## src/rtl/div_pkg.sv

```systemverilog
// Shared definitions for the sequential restoring divider.
package div_pkg;

    // FSM state encoding
    typedef enum logic [1:0] {
        IDLE = 2'd0,
        RUN  = 2'd1,
        ZERO = 2'd2
    } state_t;

    // Default operand / result width
    localparam int unsigned DEF_WIDTH = 8;

    // Step counter width: holds WIDTH-1 down to 0, never narrower than one bit
    function automatic int unsigned cnt_width(input int unsigned w);
        return (w < 2) ? 1 : $clog2(w);
    endfunction

    localparam int unsigned DEF_CNT_W = cnt_width(DEF_WIDTH);

endpackage

```

## src/rtl/seq_divider_if.sv

```systemverilog
// Request/result bundle of the divider: operands and start in, results and status out.
interface seq_divider_if
    import div_pkg::*;
#(
    parameter int unsigned WIDTH = DEF_WIDTH
);

    logic             start;
    logic [WIDTH-1:0] Dividend;
    logic [WIDTH-1:0] Divisor;
    logic             Busy;
    logic             Done;
    logic [WIDTH-1:0] Quotient;
    logic [WIDTH-1:0] Remainder;
    logic             DivByZero;

    // Requester side
    modport master (
        output start, Dividend, Divisor,
        input  Busy, Done, Quotient, Remainder, DivByZero
    );

    // Divider side
    modport slave (
        input  start, Dividend, Divisor,
        output Busy, Done, Quotient, Remainder, DivByZero
    );

endinterface

```

## src/rtl/borrow_sub.sv

```systemverilog
// Ripple-borrow subtractor: Diff = a - b, Borrow set when a < b (unsigned).
// Built from a chain of full-subtractor cells; purely combinational.
module borrow_sub #(
    parameter int unsigned N = 9
) (
    input  logic [N-1:0] a,
    input  logic [N-1:0] b,
    output logic [N-1:0] Diff,
    output logic         Borrow
);

    // bw[i] is the borrow into cell i; bw[N] is the borrow out of the MSB
    logic [N:0] bw;

    assign bw[0] = 1'b0;

    for (genvar i = 0; i < N; i++) begin : g_cell
        // Full subtractor: difference bit and borrow propagate/generate
        assign Diff[i]  = a[i] ^ b[i] ^ bw[i];
        assign bw[i+1]  = (~a[i] & b[i]) | (~(a[i] ^ b[i]) & bw[i]);
    end

    assign Borrow = bw[N];

endmodule

```

## src/rtl/seq_divider.sv

```systemverilog
// Multi-cycle unsigned restoring divider, one quotient bit per clock.
// Operands are captured on an accepted start in IDLE; results are held until the next
// completion. A zero divisor completes after a single ZERO cycle with a saturated quotient.
module seq_divider
    import div_pkg::*;
#(
    parameter int unsigned WIDTH = DEF_WIDTH
) (
    input  logic          clk,
    input  logic          rst,
    seq_divider_if.slave  bus
);

    localparam int unsigned CW = cnt_width(WIDTH);

    state_t           state_q, state_d;
    logic [CW-1:0]    cnt_q, cnt_d;
    logic [WIDTH:0]   r_q, r_d;        // partial remainder
    logic [WIDTH-1:0] d_q, d_d;        // dividend shift register
    logic [WIDTH-1:0] q_q, q_d;        // quotient shift register
    logic [WIDTH-1:0] v_q, v_d;        // divisor
    logic [WIDTH-1:0] quo_q, quo_d;
    logic [WIDTH-1:0] rem_q, rem_d;
    logic             dbz_q, dbz_d;
    logic             done_q, done_d;

    logic [WIDTH:0]   trial;
    logic [WIDTH:0]   diff;
    logic             borrow;
    logic             unused_r_msb;

    // Trial value: remainder shifted left with the next dividend bit brought down
    assign trial = {r_q[WIDTH-1:0], d_q[WIDTH-1]};

    // The remainder stays below the divisor, so its MSB only carries headroom for the subtract
    assign unused_r_msb = r_q[WIDTH];

    borrow_sub #(
        .N (WIDTH + 1)
    ) u_sub (
        .a      (trial),
        .b      ({1'b0, v_q}),
        .Diff   (diff),
        .Borrow (borrow)
    );

    // Next-state and datapath update
    always_comb begin
        state_d = state_q;
        cnt_d   = cnt_q;
        r_d     = r_q;
        d_d     = d_q;
        q_d     = q_q;
        v_d     = v_q;
        quo_d   = quo_q;
        rem_d   = rem_q;
        dbz_d   = dbz_q;
        done_d  = 1'b0;

        unique case (state_q)
            IDLE: begin
                if (bus.start) begin
                    d_d     = bus.Dividend;
                    v_d     = bus.Divisor;
                    r_d     = '0;
                    q_d     = '0;
                    cnt_d   = CW'(WIDTH - 1);
                    state_d = (bus.Divisor == '0) ? ZERO : RUN;
                end
            end

            RUN: begin
                // Restore on borrow: keep the trial value and shift in a 0
                r_d   = borrow ? trial : diff;
                q_d   = {q_q[WIDTH-2:0], ~borrow};
                d_d   = {d_q[WIDTH-2:0], 1'b0};
                cnt_d = cnt_q - 1'b1;
                if (cnt_q == '0) begin
                    state_d = IDLE;
                    quo_d   = q_d;
                    rem_d   = r_d[WIDTH-1:0];
                    dbz_d   = 1'b0;
                    done_d  = 1'b1;
                end
            end

            ZERO: begin
                // d_q has not been shifted, so it still holds the captured dividend
                state_d = IDLE;
                quo_d   = '1;
                rem_d   = d_q;
                dbz_d   = 1'b1;
                done_d  = 1'b1;
            end

            default: begin
                state_d = IDLE;
            end
        endcase
    end

    // State and datapath registers with synchronous reset
    always_ff @(posedge clk) begin
        if (rst) begin
            state_q <= IDLE;
            cnt_q   <= '0;
            r_q     <= '0;
            d_q     <= '0;
            q_q     <= '0;
            v_q     <= '0;
            quo_q   <= '0;
            rem_q   <= '0;
            dbz_q   <= 1'b0;
            done_q  <= 1'b0;
        end else begin
            state_q <= state_d;
            cnt_q   <= cnt_d;
            r_q     <= r_d;
            d_q     <= d_d;
            q_q     <= q_d;
            v_q     <= v_d;
            quo_q   <= quo_d;
            rem_q   <= rem_d;
            dbz_q   <= dbz_d;
            done_q  <= done_d;
        end
    end

    assign bus.Busy      = (state_q != IDLE);
    assign bus.Done      = done_q;
    assign bus.Quotient  = quo_q;
    assign bus.Remainder = rem_q;
    assign bus.DivByZero = dbz_q;

endmodule

```

## src/flat_wrapper.sv

```systemverilog
// flat-port wrapper written by rule: the top's interface ports become plain ports
module seq_divider_flat import div_pkg::*;
#(
    parameter int unsigned WIDTH = DEF_WIDTH
)
  (clk, rst, bus_start, bus_Dividend, bus_Divisor, bus_Busy, bus_Done, bus_Quotient, bus_Remainder, bus_DivByZero);
  seq_divider_if #(.WIDTH(WIDTH)) bus_i ();
  input  logic clk;
  input  logic rst;
  input wire logic [$bits(bus_i.start)-1:0] bus_start;
  input wire logic [$bits(bus_i.Dividend)-1:0] bus_Dividend;
  input wire logic [$bits(bus_i.Divisor)-1:0] bus_Divisor;
  output wire logic [$bits(bus_i.Busy)-1:0] bus_Busy;
  output wire logic [$bits(bus_i.Done)-1:0] bus_Done;
  output wire logic [$bits(bus_i.Quotient)-1:0] bus_Quotient;
  output wire logic [$bits(bus_i.Remainder)-1:0] bus_Remainder;
  output wire logic [$bits(bus_i.DivByZero)-1:0] bus_DivByZero;
  assign bus_i.start = bus_start;
  assign bus_i.Dividend = bus_Dividend;
  assign bus_i.Divisor = bus_Divisor;
  assign bus_Busy = bus_i.Busy;
  assign bus_Done = bus_i.Done;
  assign bus_Quotient = bus_i.Quotient;
  assign bus_Remainder = bus_i.Remainder;
  assign bus_DivByZero = bus_i.DivByZero;
  seq_divider #(.WIDTH(WIDTH)) u_core (.clk(clk), .rst(rst), .bus(bus_i));
endmodule
```

## config.mk

```make
export PLATFORM = sky130hd
export DESIGN_NAME = seq_divider_flat
export DESIGN_NICKNAME = d
export VERILOG_FILES = /design/src/rtl/div_pkg.sv /design/src/rtl/seq_divider_if.sv /design/src/rtl/borrow_sub.sv /design/src/rtl/seq_divider.sv /design/src/flat_wrapper.sv
export SDC_FILE = /design/constraint.sdc
export NUM_CORES = 1
export LEC_CHECK = 0
export CAP_MARGIN = 5
export CORE_MARGIN = 2
export CORE_UTILIZATION = 31
export CTS_CLUSTER_DIAMETER = 150
export CTS_CLUSTER_SIZE = 24
export DETAILED_ROUTE_END_ITERATION = 16
export GPL_TIMING_DRIVEN = 0
export SYNTH_ARGS = -nofsm -noshare
export SYNTH_HDL_FRONTEND = slang
export SYNTH_SLANG_ARGS = --single-unit
```

## constraint.sdc

```tcl
create_clock -name clk -period 3.85 [get_ports clk]
set_clock_uncertainty 0.1 [all_clocks]
set_input_delay 0.385 -clock clk [delete_from_list [all_inputs] [get_ports clk]]
set_output_delay 0.385 -clock clk [all_outputs]
set_load 0.05 [all_outputs]
```

==> impl_metrics.tcl, run 1 <==
set metrics [dict create \
    path_class "register to register" \
    hold_viol 0 \
    arrival_ns 4.15 \
    worstPathMaxFanout 5 \
    synth_top_area_share_pct 42.0 \
    vdd.ir_drop.worst_uv 218 \
    worst_pin_slew_ns 0.655 \
    ys_types 39 \
    grt.overflow.total 0 \
    hold_start "u_core.v_q[3]$_SDFFE_PP0P_" \
    cts_hold_buf 0 \
    power_density_nw_per_um2 465 \
    cts_tree "built" \
    slew_viol_final 0 \
    num_rows 33 \
    initial_core_util_pct 31.6 \
    ys.flop_type "dfxtp_1" \
    fin_ws_ns -0.200 \
    synth_commonest_cells "54 x dfxtp_1, 28 x nor2_1, 20 x nand2_1" \
    drc 0 \
    ys_ff_latch 54 \
    status "finished, violations left" \
    violations "setup timing" \
    grt_pass1_vias 2056 \
    rr_worst_depth 16 \
    synth_nets 295 \
    htreeDepth 2 \
    path_clk_slew_ns 0.10 \
    critical_path_required_ns 3.95 \
    n_antenna_cell 0 \
    synth_area_um2 2570 \
    leakagePower_nw 1.18 \
    cts_root_buffer "clkbuf_8" \
    syn_to_final_growth_pct 29.9 \
    cp_top_family "adder cells" \
    antenna_left 0 \
    grt_pass1_wl_um 10100 \
    clock_latency_ns 0.31 \
    track_usage_pct 14.5 \
    holdPathEnd "u_core.v_q[3]$_SDFFE_PP0P_" \
    grt_max_degree 18 \
    chipHeight_um 95.1 \
    drive_above_1_share_pct 19.7 \
    async_flop_share_pct 0 \
    die-area_um2 9040 \
    critical-path-max-stage-delay_ns 0.40 \
    p_total_w 0.00155 \
    drt_iter0_drc 125 \
    io_buffers 36 \
    syn_area_per_cell_um2 9.78 \
    synth-simple-area-share_pct 14.9 \
    synth_xor_area_share_pct 0 \
    final_area_um2 3340 \
    pin_count 38 \
    synth_top_area_cell "dfxtp_1" \
    fp.coreArea_um2 8130 \
    final.period_utilization_pct 105 \
    globalplace.congestion 0.788 \
    synth.area.mux_share_pct 6.86 \
    fmax_ghz 0.247 \
    crit_path_start "u_core.d_q[7]$_SDFFE_PP0P_" \
    startpoint_type "register" \
    via_count 2053 \
    nets 341 \
    synth_fa_ha_area_share_pct 8.37 \
    r2r-end "u_core.bus.Remainder[7]$_SDFFE_PP0P_" \
    max-cap-violations 0 \
    setup_viol 18 \
    die_w_um 95.1 \
    routed_wl_um 6150 \
    crit_buf_inv 5 \
    cts_max_path_buffers 2 \
    synth_area_leaders "dfxtp_1 42%, mux2i_1 5.8%, fa_1 5.5%" \
    rsz0062_at_grt "yes" \
    slowest_stage "fa_2" \
    end_kind "register" \
    dpl_cell_area_um2 3110 \
    cts_num_sinks 54 \
    synth_edf_count 0 \
    antenna_found_initial 0 \
    worstHoldPathCells 2 \
    yosysMostFrequentCell "dfxtp_1" \
    synth-compound-area-share_pct 20.9 \
    yosys_warnings 0 \
    path_common_cell "fa_2" \
    path_cells "inv_2 -> ha_4 -> inv_2 -> fa_2 -> fa_2 -> fa_2 -> fa_2 -> fa_2 -> inv_2 -> fa_2 -> inv_2 -> fa_2 -> or2_4 -> buf_12 -> mux2i_2 -> o221ai_2" \
    yosysSeqAreaShare_pct 42.0 \
    synth_top_family_by_area "compound AO/OA/AOI/OAI gates" \
    hp-class "register to register" \
    syn_inst 263 \
    drtPass1Iterations 4 \
    ff2ff_setup_slack_ns -0.20 \
    wl_per_cell_um 14.8 \
    numCtsBuffers 5 \
    via_per_inst 4.95 \
    reg2reg_from "u_core.d_q[7]$_SDFFE_PP0P_" \
    period_needed_ns 4.05 \
    max-slew-margin-rel_pct 55.1 \
    hpwl_um 4580 \
]
## worst register-to-register path, cell delays in order, from the launching register on
cell,delay [ns]
dfxtp_2,0.34
inv_2,0.07
ha_4,0.12
inv_2,0.03
fa_2,0.36
fa_2,0.38
fa_2,0.40
fa_2,0.37
fa_2,0.36
inv_2,0.07
fa_2,0.19
inv_2,0.04
fa_2,0.34
or2_4,0.28
buf_12,0.15
mux2i_2,0.22
o221ai_2,0.11
## cell families after synthesis
kind of cell	count (synthesis)
AOI/OAI and AO/OA	65
adders and majority gates	13
buffers and inverters	37
DFF	54
muxes	17
and+or+nand+nor	77
## area by class of cell
| class | instances | area (um^2) |
|---|---|---|
| repair buffers | 39 | 403 |
| inverters | 18 | 67.6 |
| clock buffers | 5 | 68.8 |
| clock inverters | 3 | 68.8 |
| plain buffers | 19 | 119 |
| multi-input cells | 172 | 1400 |
| flip-flops and latches | 54 | 1080 |
| well taps | 105 | 131 |
| fillers | 787 | 4790 |
## sequential cells by signal, summed over array words and instances, names as in the netlist
signal                cells
u_core.bus.Done           1
u_core.bus.DivByZero      1
u_core.d_q                8
u_core.state_q            2
u_core.q_q                7
u_core.bus.Quotient       8
u_core.cnt_q              3
u_core.v_q                8
u_core.bus.Remainder      8
u_core.r_q                8
## stage by stage
| stage | worst slack, ns | util [%] | hold slack (ns) | instances | TNS [ns] |
|---|---|---|---|---|---|
| 2_1_floorplan | -0.0567 | - | 0.336 | 263 | -0.454 |
| 3_3_place_gp | -0.258 | 38.2 | 0.349 | 404 | -3.65 |
| 3_5_place_dp | -0.283 | 38.2 | 0.354 | 404 | -3.84 |
| 4_1_cts | -0.237 | 40.9 | 0.367 | 415 | -3.26 |
| 5_1_grt | -0.380 | 41.1 | 0.391 | 415 | -5.84 |
| 6_report | -0.200 | 41.1 | 0.362 | 415 | -2.91 |
## repair_timing
action,CTS,global route
setup buffers,2,0
cloned,1,0
resized for setup,9,2
endpoints found under the setup margin,18,18
pin swaps,5,3
## layout by cell type, fill, tap and decap left out, drive strengths merged, types with 7 or more instances in the layout
master and instances:
dfxtp 54, clkdlybuf4s50 36, nor2 29, nand2 20, inv 18, buf 16, mux2i 15, a21oi 14
a211oi 13, clkbuf 11, nand3b 8, a32oi 7, fa 7, o211ai 7
## where the power goes
group | internal, W | switching (W) | total, W
logic | 0.000211 | 0.000256 | 0.000467
registers | 0.000599 | 0.0000290 | 0.000628
clock network | 0.000261 | 0.000197 | 0.000458
total | 0.00107 | 0.000482 | 0.00155
## worst max-delay path by stage
stage | end | cells after the start
after detailed placement | u_core.bus.Remainder[3]$_SDFFE_PP0P_ | 16
final | u_core.bus.Remainder[7]$_SDFFE_PP0P_ | 16
after floorplan | u_core.bus.Remainder[7]$_SDFFE_PP0P_ | 16
after global placement | u_core.bus.Remainder[3]$_SDFFE_PP0P_ | 16
after global routing | u_core.bus.Remainder[6]$_SDFFE_PP0P_ | 16
after CTS | u_core.bus.Remainder[6]$_SDFFE_PP0P_ | 16
## routing by layer
metal  global-route usage [%]  vias up  part of all wire [%]
met2                     22.9       37                    47
met1                     20.3      977                    49
met5                        0        -                     0
met4                     3.86        0                  0.99
li1                         -     1032                     -
met3                     2.85        7                   3.4
No activity file was read; power rests on OpenSTA's default activity.
==> run 2: changes to the inputs <==
clock period = 3.7 ns   (was 3.85 ns; I/O delays follow)
==> run 2 against run 1 <==
The flow still finishes with violations (setup timing). Die area unchanged. Core utilization decreased by 0.22 points. Combinational power increased by 6.9%. Clock-buffer cell count increased by 1. Via count increased by 0.93%. Critical path type unchanged. Critical endpoint is now u_core.r_q[6]$_SDFFE_PP0P_. Largest cell class unchanged.
==> impl_metrics.tcl, run 2 (same netlist as run 1, synthesis figures left out) <==
set metrics [dict create \
    cts_num_sinks 54 \
    arrival_ns 4.13 \
    path_class "register to register" \
    fin_ws_ns -0.337 \
    max-cap-violations 0 \
    switching_share_pct 33.6 \
    path_cells "inv_4 -> ha_4 -> inv_2 -> fa_2 -> fa_2 -> fa_2 -> fa_2 -> fa_2 -> inv_2 -> fa_2 -> inv_2 -> fa_2 -> or2_4 -> o21ai_0 -> a2bb2o_1" \
    via_per_inst 5.02 \
    grt_max_degree 16 \
    dpl_cell_area_um2 3110 \
    n_antenna_cell 0 \
    path_common_cell "fa_2" \
    htreeDepth 2 \
    antenna_left 0 \
    p_clk_share_pct 21.9 \
    grt_pass1_vias 2067 \
    fillCellCount 790 \
    grt_pass1_wl_um 10300 \
    violations "setup timing" \
    cts_root_buffer "clkbuf_8" \
    chipHeight_um 95.1 \
    final_area_um2 3320 \
    power_density_nw_per_um2 444 \
    pin_count 38 \
    cp_top_family "adder cells" \
    wl_per_cell_um 14.9 \
    numCtsBuffers 5 \
    die-area_um2 9040 \
    nets 340 \
    hold_viol 0 \
    io_buffers 36 \
    crit_buf_inv 4 \
    vdd.ir_drop.worst_uv 225 \
    drt_iter0_drc 106 \
    initial_core_util_pct 31.6 \
    hp-class "register to register" \
    final_cell_mix "52 x dfxtp_1, 36 x clkdlybuf4s50_1, 28 x nor2_1, 20 x nand2_1" \
    status "finished, violations left" \
    drc 0 \
    final.period_utilization_pct 109 \
    final_util_pct 40.9 \
    startpoint_type "register" \
    hpwl_um 4630 \
    critical_path_required_ns 3.79 \
    max-slew-margin-rel_pct 53.1 \
    rsz0062_at_grt "yes" \
    worstPathMaxFanout 4 \
    p_comb_share_pct 33.8 \
    antenna_found_initial 0 \
    fmax_ghz 0.248 \
    p_switching_w 0.000497 \
    cts_tree "built" \
    clock_latency_ns 0.31 \
    leakagePower_nw 1.16 \
    p_int_w 0.000980 \
    via_count 2072 \
    period_needed_ns 4.04 \
    track_usage_pct 14.7 \
    seqCellArea_um2 1090 \
    die_w_um 95.1 \
    p_total_w 0.00148 \
    num_rows 33 \
    cts_hold_buf 0 \
    slowest_stage "fa_2" \
    syn_to_final_growth_pct 29.2 \
    globalplace.congestion 0.802 \
    drtPass1Iterations 4 \
    critical-path-max-stage-delay_ns 0.38 \
    multi_input_area_um2 1440 \
    path_clk_slew_ns 0.10 \
    final_common_cell "dfxtp_1" \
    drive_above_1_share_pct 20.1 \
    pwr-share-seq_pct 44.4 \
    worst_pin_slew_ns 0.684 \
    routed_wl_um 6170 \
    slew_viol_final 0 \
    fp.coreArea_um2 8130 \
    grt.overflow.total 0 \
    end_kind "register" \
    cts_max_path_buffers 2 \
    setup_viol 18 \
]
run 2: power groups by stage:
stage | sequential (W) | combinational, W | clock, W
6_report | 0.000655 | 0.000499 | 0.000323
5_1_grt | 0.000661 | 0.000544 | 0.000352
4_1_cts | 0.000655 | 0.000497 | 0.000328
3_5_place_dp | 0.000668 | 0.000429 | 0
3_3_place_gp | 0.000667 | 0.000422 | 0
2_1_floorplan | 0.000709 | 0.000266 | 0
run 2: cell type report:
cell class,instances,area share [%]
multi-input cells,172,43.4
flip-flops and latches,54,32.7
repair buffers,38,11.9
well taps,105,3.95
plain buffers,19,3.58
clock buffers,6,2.18
inverters,18,2.11
clock inverters,1,0.226
run 2: worst paths after layout:
| kind | from | to | slack (ns) | depth (start not counted) |
|---|---|---|---|---|
| worst min register to register | u_core.v_q[3]$_SDFFE_PP0P_ | u_core.v_q[3]$_SDFFE_PP0P_ | 0.36 | 2 |
| worst max-delay path | u_core.d_q[7]$_SDFFE_PP0P_ | u_core.r_q[6]$_SDFFE_PP0P_ | -0.34 | 15 |
| worst min-delay path | u_core.v_q[3]$_SDFFE_PP0P_ | u_core.v_q[3]$_SDFFE_PP0P_ | 0.36 | 2 |
| worst max register to register | u_core.d_q[7]$_SDFFE_PP0P_ | u_core.r_q[6]$_SDFFE_PP0P_ | -0.34 | 15 |
run 2: metrics by stage:
| stage | setup WS (ns) | cells | hold slack, ns | setup TNS (ns) |
|---|---|---|---|---|
| floorplan | -0.207 | 263 | 0.336 | -3.09 |
| global placement | -0.409 | 404 | 0.346 | -6.31 |
| detailed placement | -0.454 | 404 | 0.350 | -6.56 |
| finish | -0.337 | 413 | 0.361 | -5.05 |
| CTS | -0.383 | 413 | 0.363 | -5.58 |
| global route | -0.475 | 413 | 0.391 | -7.50 |
run 2: worst register-to-register path, stage by stage, from the launching register on:
cell      delay (ns)
dfxtp_4         0.37
inv_4           0.06
ha_4            0.11
inv_2           0.03
fa_2            0.37
fa_2            0.37
fa_2            0.38
fa_2            0.37
fa_2            0.36
inv_2           0.06
fa_2            0.19
inv_2           0.04
fa_2            0.34
or2_4           0.28
o21ai_0         0.18
a2bb2o_1        0.31
run 2: layer usage:
metal  wire (um)  global-route usage [%]
met2        2940                    23.8
met5           0                       0
met3         198                    3.00
met1        2970                    20.3
met4          54                    3.38
run 2: timing repair:
item	CTS	global route
buffers inserted	1	0
pin swaps	10	2
gates cloned	1	0
setup endpoints to repair	18	18
resized for setup	13	5
